===== src/rtl/mips_pkg.sv =====
// Shared MIPS encodings: opcode/funct constants, special register numbers and
// a legality helper used by the ID/EX decode.
package mips_pkg;

    localparam logic [5:0] OP_RTYPE = 6'h00;
    localparam logic [5:0] OP_J     = 6'h02;
    localparam logic [5:0] OP_JAL   = 6'h03;
    localparam logic [5:0] OP_BEQ   = 6'h04;
    localparam logic [5:0] OP_BNE   = 6'h05;
    localparam logic [5:0] OP_ADDI  = 6'h08;
    localparam logic [5:0] OP_ADDIU = 6'h09;
    localparam logic [5:0] OP_SLTI  = 6'h0A;
    localparam logic [5:0] OP_ANDI  = 6'h0C;
    localparam logic [5:0] OP_ORI   = 6'h0D;
    localparam logic [5:0] OP_LUI   = 6'h0F;
    localparam logic [5:0] OP_LW    = 6'h23;
    localparam logic [5:0] OP_SW    = 6'h2B;

    localparam logic [5:0] FUNCT_JR = 6'h08;

    localparam logic [4:0] REG_ZERO = 5'd0;
    localparam logic [4:0] REG_RA   = 5'd31;

    function automatic logic isLegalOpcode(input logic [5:0] op);
        case (op)
            OP_RTYPE, OP_J, OP_JAL, OP_BEQ, OP_BNE, OP_ADDI, OP_ADDIU,
            OP_SLTI, OP_ANDI, OP_ORI, OP_LUI, OP_LW, OP_SW: return 1'b1;
            default: return 1'b0;
        endcase
    endfunction

    // Opcodes whose rt field is a source operand, not a destination.
    function automatic logic readsRt(input logic [5:0] op);
        return (op == OP_RTYPE) || (op == OP_SW) || (op == OP_BEQ) || (op == OP_BNE);
    endfunction

endpackage


===== src/rtl/forward_mux.sv =====
// Operand forwarding for one register read port: EX/MEM beats MEM/WB beats
// the register file, and $0 is never forwarded.
module forward_mux
    import mips_pkg::*;
(
    input  logic [4:0]  addr,
    input  logic [31:0] rf_data,
    input  logic        exmem_reg_write,
    input  logic [4:0]  exmem_rd,
    input  logic [31:0] exmem_result,
    input  logic        memwb_reg_write,
    input  logic [4:0]  memwb_rd,
    input  logic [31:0] memwb_data,
    output logic [31:0] operand
);

    logic w_hitExMem;
    logic w_hitMemWb;

    assign w_hitExMem = exmem_reg_write && (exmem_rd == addr) && (addr != REG_ZERO);
    // Also covers the write happening this very cycle: the RF does not bypass.
    assign w_hitMemWb = memwb_reg_write && (memwb_rd == addr) && (addr != REG_ZERO);

    always_comb begin
        operand = rf_data;
        if (w_hitExMem) begin
            operand = exmem_result;
        end else if (w_hitMemWb) begin
            operand = memwb_data;
        end
    end

endmodule


===== src/rtl/id_ex_stage.sv =====
// ID decode, load-use hazard detection and the ID/EX pipeline register of a
// 5-stage MIPS pipeline.
module id_ex_stage
    import mips_pkg::*;
(
    input  logic        clk,
    input  logic        rst,
    input  logic [31:0] instr_in,
    input  logic        instr_valid,
    input  logic [31:0] pc_plus4_in,
    output logic [4:0]  rs_addr,
    output logic [4:0]  rt_addr,
    input  logic [31:0] rs_data,
    input  logic [31:0] rt_data,
    input  logic        exmem_reg_write,
    input  logic [4:0]  exmem_rd,
    input  logic [31:0] exmem_result,
    input  logic        memwb_reg_write,
    input  logic [4:0]  memwb_rd,
    input  logic [31:0] memwb_data,
    input  logic        flush,
    output logic        stall,
    output logic        ex_valid,
    output logic        ex_reg_write,
    output logic        ex_mem_read,
    output logic        ex_mem_write,
    output logic        ex_illegal,
    output logic [31:0] ex_op1,
    output logic [31:0] ex_op2,
    output logic [31:0] ex_imm,
    output logic [31:0] ex_pc_plus4,
    output logic [4:0]  ex_rd,
    output logic [5:0]  ex_opcode,
    output logic [5:0]  ex_funct,
    output logic [4:0]  ex_shamt
);

    logic [5:0]  w_opcode;
    logic [5:0]  w_funct;
    logic [31:0] w_op1;
    logic [31:0] w_op2;
    logic        w_legal;
    logic        w_regWrite;
    logic        w_memRead;
    logic        w_memWrite;
    logic [4:0]  w_rd;
    logic [31:0] w_imm;
    logic        w_bubble;

    logic        r_valid;
    logic        r_regWrite;
    logic        r_memRead;
    logic        r_memWrite;
    logic        r_illegal;
    logic [31:0] r_op1;
    logic [31:0] r_op2;
    logic [31:0] r_imm;
    logic [31:0] r_pcPlus4;
    logic [4:0]  r_rd;
    logic [5:0]  r_opcode;
    logic [5:0]  r_funct;
    logic [4:0]  r_shamt;

    assign w_opcode = instr_in[31:26];
    assign w_funct  = instr_in[5:0];
    assign rs_addr  = instr_in[25:21];
    assign rt_addr  = instr_in[20:16];

    forward_mux u_fwdRs (
        .addr            (rs_addr),
        .rf_data         (rs_data),
        .exmem_reg_write (exmem_reg_write),
        .exmem_rd        (exmem_rd),
        .exmem_result    (exmem_result),
        .memwb_reg_write (memwb_reg_write),
        .memwb_rd        (memwb_rd),
        .memwb_data      (memwb_data),
        .operand         (w_op1)
    );

    forward_mux u_fwdRt (
        .addr            (rt_addr),
        .rf_data         (rt_data),
        .exmem_reg_write (exmem_reg_write),
        .exmem_rd        (exmem_rd),
        .exmem_result    (exmem_result),
        .memwb_reg_write (memwb_reg_write),
        .memwb_rd        (memwb_rd),
        .memwb_data      (memwb_data),
        .operand         (w_op2)
    );

    // Illegal opcodes fall through the default arm, so no write/memory control is raised.
    always_comb begin
        w_legal    = isLegalOpcode(w_opcode);
        w_regWrite = 1'b0;
        w_memRead  = 1'b0;
        w_memWrite = 1'b0;
        w_rd       = instr_in[20:16];
        w_imm      = {{16{instr_in[15]}}, instr_in[15:0]};
        case (w_opcode)
            OP_RTYPE: begin
                w_rd       = instr_in[15:11];
                w_regWrite = (w_funct != FUNCT_JR);
            end
            OP_JAL: begin
                w_rd       = REG_RA;
                w_regWrite = 1'b1;
            end
            OP_ADDI, OP_ADDIU, OP_SLTI, OP_LUI: w_regWrite = 1'b1;
            OP_ANDI, OP_ORI: begin
                w_regWrite = 1'b1;
                w_imm      = {16'h0000, instr_in[15:0]};
            end
            OP_LW: begin
                w_regWrite = 1'b1;
                w_memRead  = 1'b1;
            end
            OP_SW:   w_memWrite = 1'b1;
            default: ;
        endcase
    end

    assign stall = r_valid && r_memRead && (r_rd != REG_ZERO) && instr_valid && !flush &&
                   ((r_rd == rs_addr) || ((r_rd == rt_addr) && readsRt(w_opcode)));

    assign w_bubble = stall || flush || !instr_valid;

    // Data fields load every cycle; a bubble only clears the valid and control bits.
    always_ff @(posedge clk or posedge rst) begin
        if (rst) begin
            r_valid    <= 1'b0;
            r_regWrite <= 1'b0;
            r_memRead  <= 1'b0;
            r_memWrite <= 1'b0;
            r_illegal  <= 1'b0;
            r_op1      <= '0;
            r_op2      <= '0;
            r_imm      <= '0;
            r_pcPlus4  <= '0;
            r_rd       <= '0;
            r_opcode   <= '0;
            r_funct    <= '0;
            r_shamt    <= '0;
        end else begin
            r_valid    <= !w_bubble;
            r_regWrite <= !w_bubble && w_regWrite;
            r_memRead  <= !w_bubble && w_memRead;
            r_memWrite <= !w_bubble && w_memWrite;
            r_illegal  <= !w_bubble && !w_legal;
            r_op1      <= w_op1;
            r_op2      <= w_op2;
            r_imm      <= w_imm;
            r_pcPlus4  <= pc_plus4_in;
            r_rd       <= w_rd;
            r_opcode   <= w_opcode;
            r_funct    <= w_funct;
            r_shamt    <= instr_in[10:6];
        end
    end

    assign ex_valid     = r_valid;
    assign ex_reg_write = r_regWrite;
    assign ex_mem_read  = r_memRead;
    assign ex_mem_write = r_memWrite;
    assign ex_illegal   = r_illegal;
    assign ex_op1       = r_op1;
    assign ex_op2       = r_op2;
    assign ex_imm       = r_imm;
    assign ex_pc_plus4  = r_pcPlus4;
    assign ex_rd        = r_rd;
    assign ex_opcode    = r_opcode;
    assign ex_funct     = r_funct;
    assign ex_shamt     = r_shamt;

endmodule


===== config.mk =====
export PLATFORM = sky130hd
export DESIGN_NAME = id_ex_stage
export DESIGN_NICKNAME = d
export VERILOG_FILES = /design/src/rtl/mips_pkg.sv /design/src/rtl/forward_mux.sv /design/src/rtl/id_ex_stage.sv
export SDC_FILE = /design/constraint.sdc
export NUM_CORES = 1
export LEC_CHECK = 0
export BUFFER_PORTS_ARGS = -buffer_cell sky130_fd_sc_hd__buf_2
export CELL_PAD_IN_SITES_DETAIL_PLACEMENT = 1
export CELL_PAD_IN_SITES_GLOBAL_PLACEMENT = 2
export CORE_MARGIN = 2
export CORE_UTILIZATION = 26
export CTS_BUF_LIST = sky130_fd_sc_hd__clkbuf_16
export CTS_CLUSTER_DIAMETER = 150
export DETAILED_ROUTE_END_ITERATION = 7
export PLACE_DENSITY = 0.94
export RECOVER_POWER = 50
export SLEW_MARGIN = 10
export SYNTH_ARGS = -nofsm -noshare
export SYNTH_HDL_FRONTEND = slang
export SYNTH_HIERARCHICAL = 1
export SYNTH_SLANG_ARGS = --single-unit
export TNS_END_PERCENT = 10

===== constraint.sdc =====
create_clock -name clk -period 11.3 [get_ports clk]
set_input_delay 0.565 -clock clk [delete_from_list [all_inputs] [get_ports clk]]
set_output_delay 0.565 -clock clk [all_outputs]
set_load 0.01 [all_outputs]

==> key figures <==
Run status
  – Outcome: finished, violations left
  – Violated checks: max-capacitance violations, max-slew violations

Worst setup path
  – Setup slack of the most critical reg-to-reg path: 9.75 ns
  – Kind of cell adding the most delay to the critical path: buffers and inverters
  – Biggest cell delay along the critical path: 1.99 ns
  – Ordered cell list for the critical path: buf_2, clkinvlp_2, buf_4
  – Maximum fanout along the worst path: 76
  – Arrival time at the worst endpoint: 3.52 ns
  – Slowest library cell on the worst path: clkinvlp_2
  – CP Data Required Time: 11.78 ns
  – Startpoint type of the worst setup path: primary input
  – Crit Reg-Reg Endpoint: ex_illegal$_DFF_PP0_
  – Setup Crit Path Kind: in -> async
  – Reg-to-reg startpoint: ex_rd[1]$_DFF_PP0_
  – Worst path bufs/invs: 3
  – R2r worst-path depth: 4
  – Type of destination of the critical path: asynchronous set/reset pin

Pwr
  – VDD IR-drop max: 0.0000894 V
  – Leakage: 3.91 nW
  – Power density over the cells: 148 mW/mm^2

STA
  – Worst-margin pin slew: 3.60 ns
  – Final hold violation count: 0
  – Unrepaired setup endpoints after global routing: false
  – Relative slew margins: -1.41
  – Max-slew violations: 77
  – Setup Skew: 0.00792 ns
  – Share of the clock period used by the worst path after layout: 0.269
  – Peak clock frequency supported by timing: 0.329 GHz
  – Number of setup violations in the final report: 0
  – Summed negative setup slack over all endpoints: 0 ns
  – Final worst path period need: 3.04 ns

Final layout
  – Fillcell total: 2,899
  – Layout cells sized above 1: 0.347
  – Number of nets at the end of the flow: 1,158
  – Post-route cell area: 0.00853 mm^2
  – Synthesis-to-layout area growth: 37.6%

Floorplan
  – Core box area: 0.0234 mm^2
  – Die width: 158 um
  – Initial standard-cell utilization of the core: 0.265
  – Chip height: 158 um
  – Die footprint: 0.0251 mm^2
  – Site row count: 56
  – Num ports: 374

Routing
  – Routed wire per std cell: 19.7 um
  – Max layer used: met5
  – Met3 Routed Length: 2150 um
  – Wire length after detailed routing: 25,300 um
  – M1 WL: 9940 um
  – Initial DRC count: 216
  – Total length of routed met2 wires: 12,700 um
  – Post-route DRC: 0
  – Antenna viol nets, final: 0
  – Vias: 6,023
  – Number of detailed-route iterations in the first pass: 4
  – Avg Vias per Cell: 4.68

Synth
  – Synthesized area per cell: 9.85 um^2
  – Area share of fa/ha/maj cells after synthesis: 0
  – Post-synthesis cell count: 629
  – Sequential element share of the synthesized area: 0.521
  – Mux share of post-synthesis cell area: 0.00808
  – Most frequently used flop master after synthesis: dfrtp_1
  – Yosys warns: 6
  – Count of flip-flops with a built-in enable after synthesis: 0
  – Xor/xnor share of the synthesized area: 0.0424
  – Largest family of logic cells by synthesized area: simple AND/OR/NAND/NOR gates
  – Synth Area in Compound Gates: 0.149
  – Post-synthesis cell area: 0.00619 mm^2
  – Flip-flop and latch count after synthesis: 129
  – Async SR Flop Fraction: 1.00
  – Number of distinct library cell variants in the gate-level netlist after synthesis: 43
  – Syn Nets: 837
  – Simple logic cell fraction of the synthesized area: 0.156

Worst hold path
  – End of the worst hold path: ex_pc_plus4[20]$_DFF_PP0_
  – Start point of the worst hold path: pc_plus4_in[20]
  – Class of the tightest hold or removal check: in -> reg
  – Instance count along the most critical hold path: 1

Global route
  – Grt total ovfl: 0
  – Wire length of the first global-routing pass: 37,000 um
  – Number of antenna violations at the first check in global routing: 7
  – Largest net degree at the start of global routing: 77
  – Via count of the first global-routing pass: 6,428
  – GRT Overall Usage: 0.198

Flow run
  – Number of maximum-capacitance constraint violations: 1

CTS
  – Number of H-tree branching levels: 4
  – CTS tree: done
  – Hold buffer count at cts: 0
  – TritonCTS Sinks: 129
  – Post-CTS repair timing setup buffer count: 0
  – Max Root-Sink Buffers: 2
  – Clock-pin slew of the registers on the worst-case setup and hold paths: 0.07 ns
  – Clock Latency Late Sink: 0.41 ns
  – Resized Gates After CTS: 0
  – Clock buffers created by TritonCTS: 17
  – Clock tree root buffer cell: clkbuf_16

Placed design
  – Number of port buffers: 373
  – Final HPWL from detailed placement: 18,700 um
  – Placed Area: 0.00805 mm^2
  – Gp weighted congestion: 0.859
## cell usage in the layout (no fill, tap or decap), drive strengths merged, types with 2 or more instances in the layout
master / count
buf: 291
dfrtp: 129
clkbuf: 110
inv: 74
nor3: 68
o21ai: 67
or3: 65
a31oi: 64
xnor2: 20
xor2: 10
nor2: 8
nand2: 6
mux2i: 5
diode: 4
nand4: 4
o211ai: 4
clkinv: 4
clkinvlp: 3
nor4: 2
nand3: 2
nand2b: 2
nand3b: 2
a211oi: 2
bufinv: 2
or4: 2
or2: 2
## report_power, final
part	switching (mW)	internal (mW)	leakage [nW]	total [mW]
Sequential	0.0107	0.491	1.51	0.501
Clock	0.239	0.333	0.288	0.572
Combinational	0.121	0.0706	2.11	0.192
Total	0.370	0.894	3.91	1.26
## metal layers
| layer | up-vias | GRT usage |
|---|---|---|
| li1 | 2800 | - |
| met1 | 2938 | 0.224 |
| met2 | 243 | 0.350 |
| met3 | 34 | 0.0659 |
| met4 | 8 | 0.0648 |
| met5 | - | 0 |
## state kept, by name (all words and copies together) (netlist names), 4 cells and up
name / count
ex_funct: 5
ex_imm: 8
ex_op1: 32
ex_op2: 32
ex_opcode: 6
ex_pc_plus4: 32
ex_rd: 5
ex_shamt: 4
## metrics by stage
stage	setup slack [ns]	total power, mW	hold slack [ns]	instances	utilization
floorplan	7.29	0.606	0.596	629	-
global placement	8.18	0.706	0.674	1250	0.344
detailed placement	8.12	0.710	0.675	1250	0.344
CTS	8.55	1.29	0.233	1282	0.370
global route	7.68	1.33	0.227	1284	0.364
finish	8.26	1.26	0.255	1286	0.364
## final cells by class
class	count	area, um^2	share of cell area
Antenna cell	4	10.0	0.00117
Clock inverter	15	174	0.0204
Inverter	68	256	0.0301
Multi-Input combinational cell	350	2200	0.258
Tap cell	319	399	0.0468
Timing Repair Buffer	384	1830	0.215
Clock buffer	17	425	0.0499
Sequential cell	129	3230	0.379
## kinds of logic (layout without fill, tap and decap cells)
group	count (synthesis)	after routing
AO/OA/AOI/OAI	147	147
multiplexers	5	5
buffers and inverters	150	484
other	0	4
XOR/XNOR	30	30
AND/OR/NAND/NOR	168	168
flip-flops	129	129
## worst max-delay path by stage
| stage | cells after the start | startpoint | end | slack, ns |
|---|---|---|---|---|
| after floorplan | 1 | rst | ex_funct[0]$_DFF_PP0_ | 7.29 |
| after CTS | 7 | instr_in[23] | ex_op1[24]$_DFF_PP0_ | 8.55 |
| final | 3 | rst | ex_funct[4]$_DFF_PP0_ | 8.26 |
| after detailed placement | 7 | instr_in[23] | ex_op1[24]$_DFF_PP0_ | 8.12 |
| after global routing | 3 | rst | ex_opcode[0]$_DFF_PP0_ | 7.68 |
| after global placement | 7 | instr_in[18] | ex_op2[29]$_DFF_PP0_ | 8.18 |
## Yosys cell counts, types with 4 or more instances
cell type	count	share of area
buf_2	10	0.0081
nor2_1	8	0.0048
o21ai_0	63	0.051
nand4_1	4	0.0040
buf_4	49	0.059
clkbuf_1	22	0.013
nand2_1	5	0.0030
nor3_1	68	0.055
inv_1	68	0.041
mux2i_1	5	0.0081
xor2_1	10	0.014
xnor2_1	20	0.028
or3_1	65	0.066
a31oi_1	64	0.065
dfrtp_1	129	0.52
o21ai_1	4	0.0032
(Power assumes the default switching activity.)
